**src/rtl/qcw_pkg.sv**
```systemverilog
// Shared types and constants for the QCW burst ramp controller.
package qcw_pkg;

  localparam int ACC_W = 16;

  typedef enum logic [2:0] {
    ST_IDLE    = 3'd0,
    ST_ARM     = 3'd1,
    ST_RUN     = 3'd2,
    ST_STOP    = 3'd3,
    ST_HOLDOFF = 3'd4,
    ST_FAULT   = 3'd5
  } state_t;

  localparam logic [1:0] FC_NONE = 2'b00;
  localparam logic [1:0] FC_PLL  = 2'b01;
  localparam logic [1:0] FC_ARM  = 2'b10;
  localparam logic [1:0] FC_WDOG = 2'b11;

  // Burst settings captured when fire is accepted
  typedef struct packed {
    logic [7:0]  phase_start;
    logic [7:0]  phase_end;
    logic [15:0] phase_step;
    logic [23:0] holdoff;
  } cfg_t;

endpackage

```
**src/rtl/qcw_phase_ramp.sv**
```systemverilog
// 8.8 phase accumulator that steps toward a target and clamps on arrival.
// The target port stands for the ramp end value ("end" is a reserved word).
module qcw_phase_ramp
  import qcw_pkg::*;
(
  input  logic        clk,
  input  logic        rst_n,
  input  logic        load,
  input  logic        step_en,
  input  logic [7:0]  start,
  input  logic [7:0]  target,
  input  logic [15:0] step,
  output logic [7:0]  phase
);

  logic [ACC_W-1:0] acc;
  logic             up;

  // One step toward the target; the 17th bit catches both overflow and underflow
  function automatic logic [ACC_W-1:0] next_acc(input logic [ACC_W-1:0] cur,
                                                input logic [15:0]      stp,
                                                input logic [7:0]       tgt,
                                                input logic             dir_up);
    logic [ACC_W:0] wide;
    logic [ACC_W:0] goal;
    goal = {1'b0, tgt, 8'h00};
    if (dir_up) begin
      wide = {1'b0, cur} + {1'b0, stp};
      if (wide > goal) next_acc = goal[ACC_W-1:0];
      else             next_acc = wide[ACC_W-1:0];
    end else begin
      wide = {1'b0, cur} - {1'b0, stp};
      if (wide[ACC_W] || (wide < goal)) next_acc = goal[ACC_W-1:0];
      else                              next_acc = wide[ACC_W-1:0];
    end
    return next_acc;
  endfunction

  assign up = (target >= start);

  // Accumulator register: load has priority over stepping
  always_ff @(posedge clk or negedge rst_n) begin
    if (!rst_n) begin
      acc <= '0;
    end else if (load) begin
      acc <= {start, 8'h00};
    end else if (step_en) begin
      acc <= next_acc(acc, step, target, up);
    end
  end

  assign phase = acc[ACC_W-1:ACC_W-8];

endmodule

```
**src/rtl/qcw_ramp_ctrl.sv**
```systemverilog
// QCW burst sequencer: start, phase ramp, abort/halt, holdoff and fault reporting.
// Define QCW_RAMP_WDOG_EN to build in the RUN-state watchdog.
module qcw_ramp_ctrl
  import qcw_pkg::*;
#(
  parameter int unsigned ARM_TIMEOUT = 64,
  parameter int unsigned WDOG_CYCLES = 1_000_000
) (
  input  logic        clk,
  input  logic        rst_n,
  input  logic        fire,
  input  logic        abort,
  input  logic        clear_fault,
  input  logic [15:0] ramp_cycles,
  input  logic [7:0]  phase_start,
  input  logic [7:0]  phase_end,
  input  logic [15:0] phase_step,
  input  logic [23:0] holdoff,
  input  logic        pll_cycle_finished,
  input  logic        pll_done,
  input  logic        pll_fault,
  output logic        pll_start,
  output logic        pll_halt,
  output logic [7:0]  phase_shift,
  output logic [15:0] cycle_limit,
  output logic        busy,
  output logic        burst_done,
  output logic        fault_flag,
  output logic [1:0]  fault_code
);

  localparam int unsigned      ARM_W    = $clog2(ARM_TIMEOUT + 1);
  localparam logic [ARM_W-1:0] ARM_LAST = ARM_W'(ARM_TIMEOUT - 1);

  state_t           state, state_nx;
  cfg_t             cfg;
  logic [ARM_W-1:0] arm_cnt;
  logic [23:0]      ho_cnt;
  logic             abort_pend, stop_wdog;
  logic             cf_q, cf_q2, done_q;
  logic             cf_rise, done_rise, wdog_expire;
  logic             fire_load, to_fault, ramp_load, ramp_step;
  logic [7:0]       ramp_start;
  logic             burst_done_nx;
  logic [1:0]       fault_code_nx;

  assign fire_load = (state == ST_IDLE) && fire;
  assign to_fault  = (state_nx == ST_FAULT) && (state != ST_FAULT);
  assign cf_rise   = cf_q & ~cf_q2;
  assign done_rise = pll_done & ~done_q;
  assign ramp_step = (state == ST_RUN) && cf_rise;
  // Entering FAULT reloads the accumulator with zero so the PLL sees no phase shift
  assign ramp_load  = fire_load | to_fault;
  assign ramp_start = to_fault ? 8'h00 : ((state == ST_IDLE) ? phase_start : cfg.phase_start);

`ifdef QCW_RAMP_WDOG_EN
  localparam int unsigned     WD_W    = $clog2(WDOG_CYCLES + 1);
  localparam logic [WD_W-1:0] WD_LAST = WD_W'(WDOG_CYCLES - 1);
  logic [WD_W-1:0] wdog_cnt;

  // Watchdog counts RUN cycles; it is held at zero everywhere else
  always_ff @(posedge clk or negedge rst_n) begin
    if (!rst_n)                  wdog_cnt <= '0;
    else if (state != ST_RUN)    wdog_cnt <= '0;
    else if (wdog_cnt != WD_LAST) wdog_cnt <= wdog_cnt + WD_W'(1);
  end

  assign wdog_expire = (state == ST_RUN) && (wdog_cnt == WD_LAST);
`else
  assign wdog_expire = 1'b0;
`endif

  // State register
  always_ff @(posedge clk or negedge rst_n) begin
    if (!rst_n) state <= ST_IDLE;
    else        state <= state_nx;
  end

  // Next-state, completion pulse and fault code selection
  always_comb begin
    state_nx      = state;
    burst_done_nx = 1'b0;
    fault_code_nx = fault_code;
    case (state)
      ST_IDLE: begin
        if (fire) state_nx = ST_ARM;
        else      state_nx = ST_IDLE;
      end
      ST_ARM: begin
        if ((arm_cnt != '0) && !pll_done && !pll_fault) begin
          state_nx = ST_RUN;
        end else if (arm_cnt == ARM_LAST) begin
          state_nx      = ST_FAULT;
          fault_code_nx = FC_ARM;
        end else begin
          state_nx = ST_ARM;
        end
      end
      ST_RUN: begin
        if (pll_fault) begin
          state_nx      = ST_FAULT;
          fault_code_nx = FC_PLL;
        end else if (done_rise) begin
          state_nx      = ST_HOLDOFF;
          burst_done_nx = 1'b1;
        end else if (abort_pend || wdog_expire) begin
          state_nx = ST_STOP;
        end else begin
          state_nx = ST_RUN;
        end
      end
      ST_STOP: begin
        // A fault here is the PLL acknowledging the halt, not an error on abort
        if (pll_fault || pll_done) begin
          if (stop_wdog) begin
            state_nx      = ST_FAULT;
            fault_code_nx = FC_WDOG;
          end else begin
            state_nx      = ST_HOLDOFF;
            burst_done_nx = 1'b1;
          end
        end else begin
          state_nx = ST_STOP;
        end
      end
      ST_HOLDOFF: begin
        if (ho_cnt == 24'd0) state_nx = ST_IDLE;
        else                 state_nx = ST_HOLDOFF;
      end
      ST_FAULT: begin
        if (clear_fault) begin
          state_nx      = ST_IDLE;
          fault_code_nx = FC_NONE;
        end else begin
          state_nx = ST_FAULT;
        end
      end
      default: begin
        state_nx      = ST_IDLE;
        fault_code_nx = FC_NONE;
      end
    endcase
  end

  // Burst configuration, edge history and per-state counters
  always_ff @(posedge clk or negedge rst_n) begin
    if (!rst_n) begin
      cfg        <= '0;
      cf_q       <= 1'b0;
      cf_q2      <= 1'b0;
      done_q     <= 1'b0;
      arm_cnt    <= '0;
      ho_cnt     <= 24'd0;
      abort_pend <= 1'b0;
      stop_wdog  <= 1'b0;
    end else begin
      cf_q   <= pll_cycle_finished;
      cf_q2  <= cf_q;
      done_q <= pll_done;
      if (fire_load) begin
        cfg <= '{phase_start: phase_start, phase_end: phase_end,
                 phase_step: phase_step, holdoff: holdoff};
      end
      if (state != ST_ARM)          arm_cnt <= '0;
      else if (arm_cnt != ARM_LAST) arm_cnt <= arm_cnt + ARM_W'(1);
      if (state != ST_HOLDOFF)      ho_cnt <= cfg.holdoff;
      else if (ho_cnt != 24'd0)     ho_cnt <= ho_cnt - 24'd1;
      if ((state == ST_ARM) || (state == ST_RUN)) abort_pend <= abort_pend | abort;
      else if (state == ST_IDLE)                  abort_pend <= 1'b0;
      if ((state == ST_RUN) && (state_nx == ST_STOP)) stop_wdog <= wdog_expire & ~abort_pend;
    end
  end

  // Registered outputs derived from the upcoming state
  always_ff @(posedge clk or negedge rst_n) begin
    if (!rst_n) begin
      pll_start   <= 1'b0;
      pll_halt    <= 1'b0;
      cycle_limit <= 16'd0;
      busy        <= 1'b0;
      burst_done  <= 1'b0;
      fault_flag  <= 1'b0;
      fault_code  <= FC_NONE;
    end else begin
      pll_start  <= fire_load;
      pll_halt   <= (state_nx == ST_STOP);
      busy       <= (state_nx != ST_IDLE);
      burst_done <= burst_done_nx;
      fault_flag <= (state_nx == ST_FAULT);
      fault_code <= fault_code_nx;
      if (fire_load) cycle_limit <= ramp_cycles;
    end
  end

  qcw_phase_ramp u_ramp (
    .clk     (clk),
    .rst_n   (rst_n),
    .load    (ramp_load),
    .step_en (ramp_step),
    .start   (ramp_start),
    .target  (cfg.phase_end),
    .step    (cfg.phase_step),
    .phase   (phase_shift)
  );

endmodule

```
**config.mk**
```make
export PLATFORM = sky130hd
export DESIGN_NAME = qcw_ramp_ctrl
export DESIGN_NICKNAME = d
export VERILOG_FILES = /design/src/rtl/qcw_pkg.sv /design/src/rtl/qcw_phase_ramp.sv /design/src/rtl/qcw_ramp_ctrl.sv
export SDC_FILE = /design/constraint.sdc
export NUM_CORES = 1
export LEC_CHECK = 0
export ABC_AREA = 1
export CORE_MARGIN = 10
export CORE_UTILIZATION = 60
export CTS_BUF_LIST = sky130_fd_sc_hd__clkbuf_8
export DETAILED_ROUTE_END_ITERATION = 16
export HOLD_SLACK_MARGIN = 0.15
export PLACE_DENSITY = 0.87
export SKIP_LAST_GASP = 1
export SLEW_MARGIN = 20
export SYNTH_ARGS = -nofsm -noshare
export SYNTH_HDL_FRONTEND = slang
export SYNTH_SLANG_ARGS = --single-unit
```
**constraint.sdc**
```tcl
create_clock -name clk -period 9.4 [get_ports clk]
set_clock_uncertainty 0.1 [all_clocks]
set_input_delay 0.94 -clock clk [delete_from_list [all_inputs] [get_ports clk]]
set_output_delay 0.94 -clock clk [all_outputs]
set_load 0.02 [all_outputs]
```
# ---- Word level (Yosys, flattened, before mapping)
# Index checks and enable logic that the tools add are counted.
dict set report word_totals {
  wordCells 105
  reg_bits 133
  out_inout_bits 31
  inputBits 80
}
dict set report op_classes {
  magnitude_cmp 3
  eq_ne 17
  n_addsub 4
  n_bitwise 8
  reduce_logical 22
  muxes 32
}
# cell count
set op_table {}
lappend op_table {{2-to-1 mux 16 bit} 5}
lappend op_table {{2-to-1 mux 24 bit} 2}
lappend op_table {{zero test 24 bit} 1}
lappend op_table {{nonzero test 24 bit} 1}
lappend op_table {{subtractor 24 x 1 -> 24 bit (second input constant)} 1}
lappend op_table {{2-to-1 mux 3 bit} 7}
lappend op_table {{case mux 3 bit (6 select lines)} 1}
lappend op_table {{adder 16 x 16 -> 17 bit} 1}
lappend op_table {{> comparator 17 x 16 -> 1 bit} 1}
lappend op_table {{< comparator 17 x 16 -> 1 bit} 1}
lappend op_table {{subtractor 16 x 16 -> 17 bit} 1}
lappend op_table {{2-to-1 mux 8 bit} 2}
lappend op_table {{2-to-1 mux 7 bit} 2}
lappend op_table {{inequality test 2 bit (second input constant)} 5}
lappend op_table {{== test 3 x 2 -> 1 bit (second input constant)} 3}
lappend op_table {{== test 3 bit (second input constant)} 3}
lappend op_table {{>= comparator 8 bit} 1}
lappend op_table {{2-to-1 mux 2 bit} 4}
lappend op_table {{case mux 2 bit (4 select lines)} 1}
lappend op_table {{nonzero test 2 bit} 4}
lappend op_table {{adder 7 x 1 -> 7 bit (second input constant)} 1}
lappend op_table {{== test 7 x 6 -> 1 bit (second input constant)} 1}
lappend op_table {{2-to-1 mux 1 bit} 7}
lappend op_table {{inequality test 7 x 6 -> 1 bit (second input constant)} 1}
lappend op_table {{other kinds (16)} 29}

# ---- Depth between registers and ports, before layout
dict set report depth {
  ltp_word 12
  mapped_depth 32
  depth_no_buf 31
}

# ---- Modules after synthesis
# Synthesis repeated with hierarchy kept, for this count alone.
dict set report hier_totals {
  cells_unflattened 1245
  area_unflattened_um2 8926.1
}
# module cells_per_inst seq_area_each_um2 area_per_inst_um2 n_inst
set by_module_without_submodules {}
lappend by_module_without_submodules {qcw_ramp_ctrl 618 2927.8 5237.5 1}
lappend by_module_without_submodules {qcw_phase_ramp 627 400.4 3688.5 1}

# ---- Least setup slack after synthesis
# No wires, ideal clock.
dict set report synth_timing {
  path_type {in2reg}
  from {input port pll_done}
  to {register u_ramp.acc[8]}
  setup_ns 0.116
  t_arrival_ns 3.156
  setup_slack_ns 6.028
  path_stages 19
  n_path_buf 1
  required_ns 9.184
  cell_sequence {nor2_1 -> nor2_1 -> nor3_1 -> o21ai_1 -> inv_1 -> nand2_4 -> nand3_4 -> o211ai_1 -> ha_1 -> a21oi_1 -> o21a_1 -> nand3_1 -> inv_1 -> clkbuf_1 -> nand3_1 -> nand3_1 -> nand2_1 -> nand2_1 -> nand2_1}
}
dict set report synth_between {
  elab_chain_cells 12
  word_cells_on_any_way 19
  cone_classes {1 x order compare; 1 x eq/ne; 9 x mux; 2 x bitwise; 6 x reduce/logical}
}
# item line
set synth_lines {}
lappend synth_lines {{from (decl)} qcw_ramp_ctrl.sv:20} ;# input logic pll_done,
lappend synth_lines {{zero test 1 bit} qcw_ramp_ctrl.sv:90} ;# if ((arm_cnt != '0) && !pll_done && !pll_fault) begin
lappend synth_lines {{logical AND 1 bit (2 in a row)} qcw_ramp_ctrl.sv:90}
lappend synth_lines {{2-to-1 mux 3 bit} qcw_ramp_ctrl.sv:90}
lappend synth_lines {{case mux 3 bit (6 select lines) *} qcw_ramp_ctrl.sv:84} ;# case (state)
lappend synth_lines {{named net state_nx[2]} qcw_ramp_ctrl.sv:35} ;# state_t state, state_nx;
lappend synth_lines {{== test 3 bit *} qcw_ramp_ctrl.sv:48} ;# assign to_fault = (state_nx == ST_FAULT) && (state != ST_FAULT);
lappend synth_lines {{logical AND 1 bit *} qcw_ramp_ctrl.sv:48}
lappend synth_lines {{2-to-1 mux 8 bit} qcw_ramp_ctrl.sv:54} ;# assign ramp_start = to_fault ? 8'h00 : ((state == ST_IDLE) ? phase_start : cfg.phase_start);
lappend synth_lines {{>= comparator 8 bit} qcw_phase_ramp.sv:39} ;# assign up = (target >= start);
lappend synth_lines {{2-to-1 mux 16 bit} qcw_phase_ramp.sv:27} ;# if (dir_up) begin
lappend synth_lines {{2-to-1 mux 16 bit} qcw_phase_ramp.sv:47} ;# end else if (step_en) begin
lappend synth_lines {{2-to-1 mux 16 bit} qcw_phase_ramp.sv:45} ;# end else if (load) begin
lappend synth_lines {{to (signal assigned)} qcw_phase_ramp.sv:46} ;# acc <= {start, 8'h00};
lappend synth_lines {{to (signal assigned)} qcw_phase_ramp.sv:48} ;# acc <= next_acc(acc, step, target, up);
lappend synth_lines {{to (decl)} qcw_phase_ramp.sv:16} ;# logic [ACC_W-1:0] acc;
# Mark *: on every way through the listed nets, which the timed path passes. The rest lies on a longest branch. The select of a mux whose other input is x is not followed.
# A chain may end at the register's enable or synchronous reset.

# ---- Worst setup path after layout
dict set report layout_timing {
  from {register state[1]}
  to {register u_ramp.acc[7]}
}
dict set report layout_between {
  elab_chain_cells 9
  word_cells_on_any_way 20
  cone_classes {1 x order compare; 7 x eq/ne; 6 x mux; 1 x bitwise; 5 x reduce/logical}
}
# item line
set layout_lines {}
lappend layout_lines {{from (decl)} qcw_ramp_ctrl.sv:35}
lappend layout_lines {{from (signal assigned)} qcw_ramp_ctrl.sv:76} ;# else state <= state_nx;
lappend layout_lines {{== test 3 bit, or another cell as far along} qcw_ramp_ctrl.sv:84}
lappend layout_lines {{case mux 3 bit (6 select lines) *} qcw_ramp_ctrl.sv:84}
lappend layout_lines {{named net state_nx[2]} qcw_ramp_ctrl.sv:35}
lappend layout_lines {{== test 3 bit *} qcw_ramp_ctrl.sv:48}
lappend layout_lines {{logical AND 1 bit *} qcw_ramp_ctrl.sv:48}
lappend layout_lines {{2-to-1 mux 8 bit} qcw_ramp_ctrl.sv:54}
lappend layout_lines {{>= comparator 8 bit} qcw_phase_ramp.sv:39}
lappend layout_lines {{2-to-1 mux 16 bit} qcw_phase_ramp.sv:27}
lappend layout_lines {{2-to-1 mux 16 bit} qcw_phase_ramp.sv:47}
lappend layout_lines {{2-to-1 mux 16 bit} qcw_phase_ramp.sv:45}
# Marks and branches as above.

==> impl_metrics.toml <==
[outcome]
status = "completed"

[floorplanning]
rows = 43
coreArea_um2 = 13990
die_x_um = 139.9
dieArea_um2 = 19570
start_util_pct = 61.66
ios = 111
dieHeight_um = 139.9

[sta]
whs_ps = 296.1
tightest_slew_ps = 1029
relSlewSlack_pct = 31.14
period_needed_ps = 4654
tns_ps = 0
min_period_over_period_pct = 49.51
finalMaxSlewViolations = 0
finalHoldViolCount = 0
setup_viol = 0
rsz0062_at_grt = "no"
fmax_ghz = 0.2149

[routing]
drc = 0
routedWlPerCell_um = 15.15
wl_mm = 21.95
firstDrtPassIters = 7
drt_iter0_markers = 539
vias_per_cell = 5.537
drtAntennaViolNets = 0
vias = 8023

[worst_setup_path]
criticalPathCategory = "flop to flop"
r2r_end = "u_ramp.acc[7]"
startpoint_type = "flop"
cp_slowest_cell = "nor2_1"
endpoint_kind = "flop"
cp_top_family = "simple AND/OR/NAND/NOR gates"
cp.arrival_ps = 4930
r2r_slack_ps = 4750
path_max_fanout = 21
crit_top_cell = "nor2_1"
reg2reg_depth = 16
r2r_start = "state[1]"
cp_data_required_time_ps = 9680
crit_chain = "nor2_1 -> inv_1 -> nor2_1 -> nand2_4 -> nand2_4 -> nand3_4 -> o211ai_1 -> ha_1 -> a21oi_1 -> o21a_1 -> nand3_1 -> inv_1 -> nand3_1 -> nor2_1 -> a31oi_1 -> o21ai_1"
cpPeakStageDelay_ps = 870
cp_num_buf_inv = 2

[power]
p_leak_nw = 5.123
power.density_nw_per_um2 = 406.9
peakVddDrop_uv = 220.2

[synthesis]
syn-cell-area_um2 = 8626
synth_most_common_cell = "nand2_1"
ys_ff_latch = 133
postSynth.asyncResetShare_pct = 100.0
syn_inst = 1165
synth_cell_types = 48
syn_avg_cell_area_um2 = 7.404
synth_area_leaders = "dfrtp_1 (39%), nand2_1 (16%), ha_1 (8.4%)"
synthTopCellsByCount = "nand2_1 (364), dfrtp_1 (133), inv_1 (130), o21ai_0 (92), nand3_1 (78)"
yosysTopAreaCellShare_pct = 38.58
synth_top_flop_cell = "dfrtp_1"
synth_top_cell_by_area = "dfrtp_1"
ys_seq_area_share_pct = 38.58
synth_edf_count = 0
yosys_warnings = 0
synth_nets = 1305

[worst_hold_path]
hold_end = "cf_q2"
holdPathStages = 0
hp-start = "cf_q"
hp-class = "flop to flop"

[finish]
nets = 1395
syn2layout_area_growth_pct = 18.03
nFillCells = 1120
drive_above_1_share_pct = 5.915

[cts]
cts_sinks = 133
cts_hold_buf = 0
clk_pin_slew_ps = 90
post_cts_buffers = 0
htree_num_levels = 4
cts_resized = 0
clk_latency_ps = 460
cts_tree = "done"
cts_made_buffers = 17
ctsRootBufferMaster = "clkbuf_8"
ctsLongestPathBuffers = 2

[global_routing]
overflow = 0
grt_start_max_net_pins = 69
grt_pass1_wl_mm = 36.65
grt_pass1_vias = 7803
gr-usage-all-layers_pct = 22.05
antenna_found_initial = 2

[placement]
dpl.hpwl_mm = 16.53
numPortBuffers = 110
gp_congestion = 0.9729

[run]
maxCapViolations = 0
flip-flops by register name, summed over array words and instances, names as in the netlist:
name and count:
abort_pend 1, state 3, cfg 56, busy 1
fault_flag 1, cf_q 1, cf_q2 1, cycle_limit 16
pll_start 1, burst_done 1, done_q 1, arm_cnt 7
u_ramp.acc 16, fault_code 2, pll_halt 1, ho_cnt 24
per-stage QoR:
step	power, W	instances	area [um^2]	setup WS, ps	utilization, %
finish	0.004143	1449	10180	4746	72.78
global route	0.004513	1448	10180	4292	72.76
CTS	0.004112	1448	10180	4833	72.76
detailed placement	0.003576	1416	9763	4835	69.79
global placement	0.003495	1416	9763	4999	69.79
floorplan	0.002936	1165	8626	6028	-
cells by family after synthesis:
family	Yosys count	synth area share (%)
AO/OA/AOI/OAI	177	11.37
XOR/XNOR	28	2.843
buffers and inverters	182	8.631
AND/OR/NAND/NOR	585	29.69
flip-flops	133	38.58
adder cells (fa/ha/maj)	60	8.877
worst max path at each step:
stage	depth (start not counted)	to	slack, ps	from
2_1_floorplan	19	u_ramp.acc[8]	6030	pll_done
3_3_place_gp	17	u_ramp.acc[5]	5000	pll_done
3_5_place_dp	17	u_ramp.acc[7]	4840	pll_done
4_1_cts	16	u_ramp.acc[7]	4830	state[1]
5_1_grt	17	u_ramp.acc[5]	4290	state[1]
6_report	16	u_ramp.acc[7]	4750	state[1]
report_power, final:
part / total, W / switching, W / leakage, nW / internal [W]
sequential: 0.00100 / 0.000187 / 1.67 / 0.000813
clock: 0.000510 / 0.000246 / 0.211 / 0.000264
combinational: 0.00263 / 0.00170 / 3.24 / 0.000929
layer usage:
metal	global-route usage, %	part of all wire, %
met5	0	0.059
met4	5.380	1.5
met3	6.288	7.7
met2	37.47	49
met1	26.93	42
cell type report:
type / instances / area (um^2) / area share, %
Antenna cell: 1 / 2.502 / 0.02458
Clock buffer: 17 / 234.0 / 2.298
Clock inverter: 15 / 181.4 / 1.782
Inverter: 140 / 531.8 / 5.223
Multi-Input combinational cell: 850 / 4553 / 44.72
Sequential cell: 133 / 3328 / 32.69
Tap cell: 180 / 225.2 / 2.212
Timing Repair Buffer: 113 / 1125 / 11.05
cell usage in the layout, fill, tap and decap left out, types with 2 or more instances in the layout:
cell type,Yosys,layout
inv_1,130,132
xor2_1,19,19
o21bai_1,7,7
or2_2,3,3
nor2_2,4,4
and3_1,2,2
o211ai_1,12,12
fa_1,2,2
a31oi_1,6,6
nor2_1,73,73
nand4_1,18,18
nor3_2,2,2
nand3_1,78,78
nand2_2,5,5
nand3_4,3,3
clkinv_2,1,2
nand2_1,364,364
o31ai_1,3,3
clkdlybuf4s50_1,0,109
xnor2_1,9,9
nand2_4,4,4
nor2_4,8,8
nor4_1,3,3
clkinvlp_4,0,2
inv_6,1,3
o21ai_0,92,92
bufinv_16,0,3
a21oi_1,44,44
ha_1,58,58
nand3b_1,3,3
nor3_1,13,13
clkinv_4,0,4
o21a_1,2,2
dfrtp_1,133,133
o21ai_1,2,2
inv_2,6,7
buf_4,9,3
clkbuf_8,0,17
o21ai_2,2,2
Power figures use the tool's default switching activity.
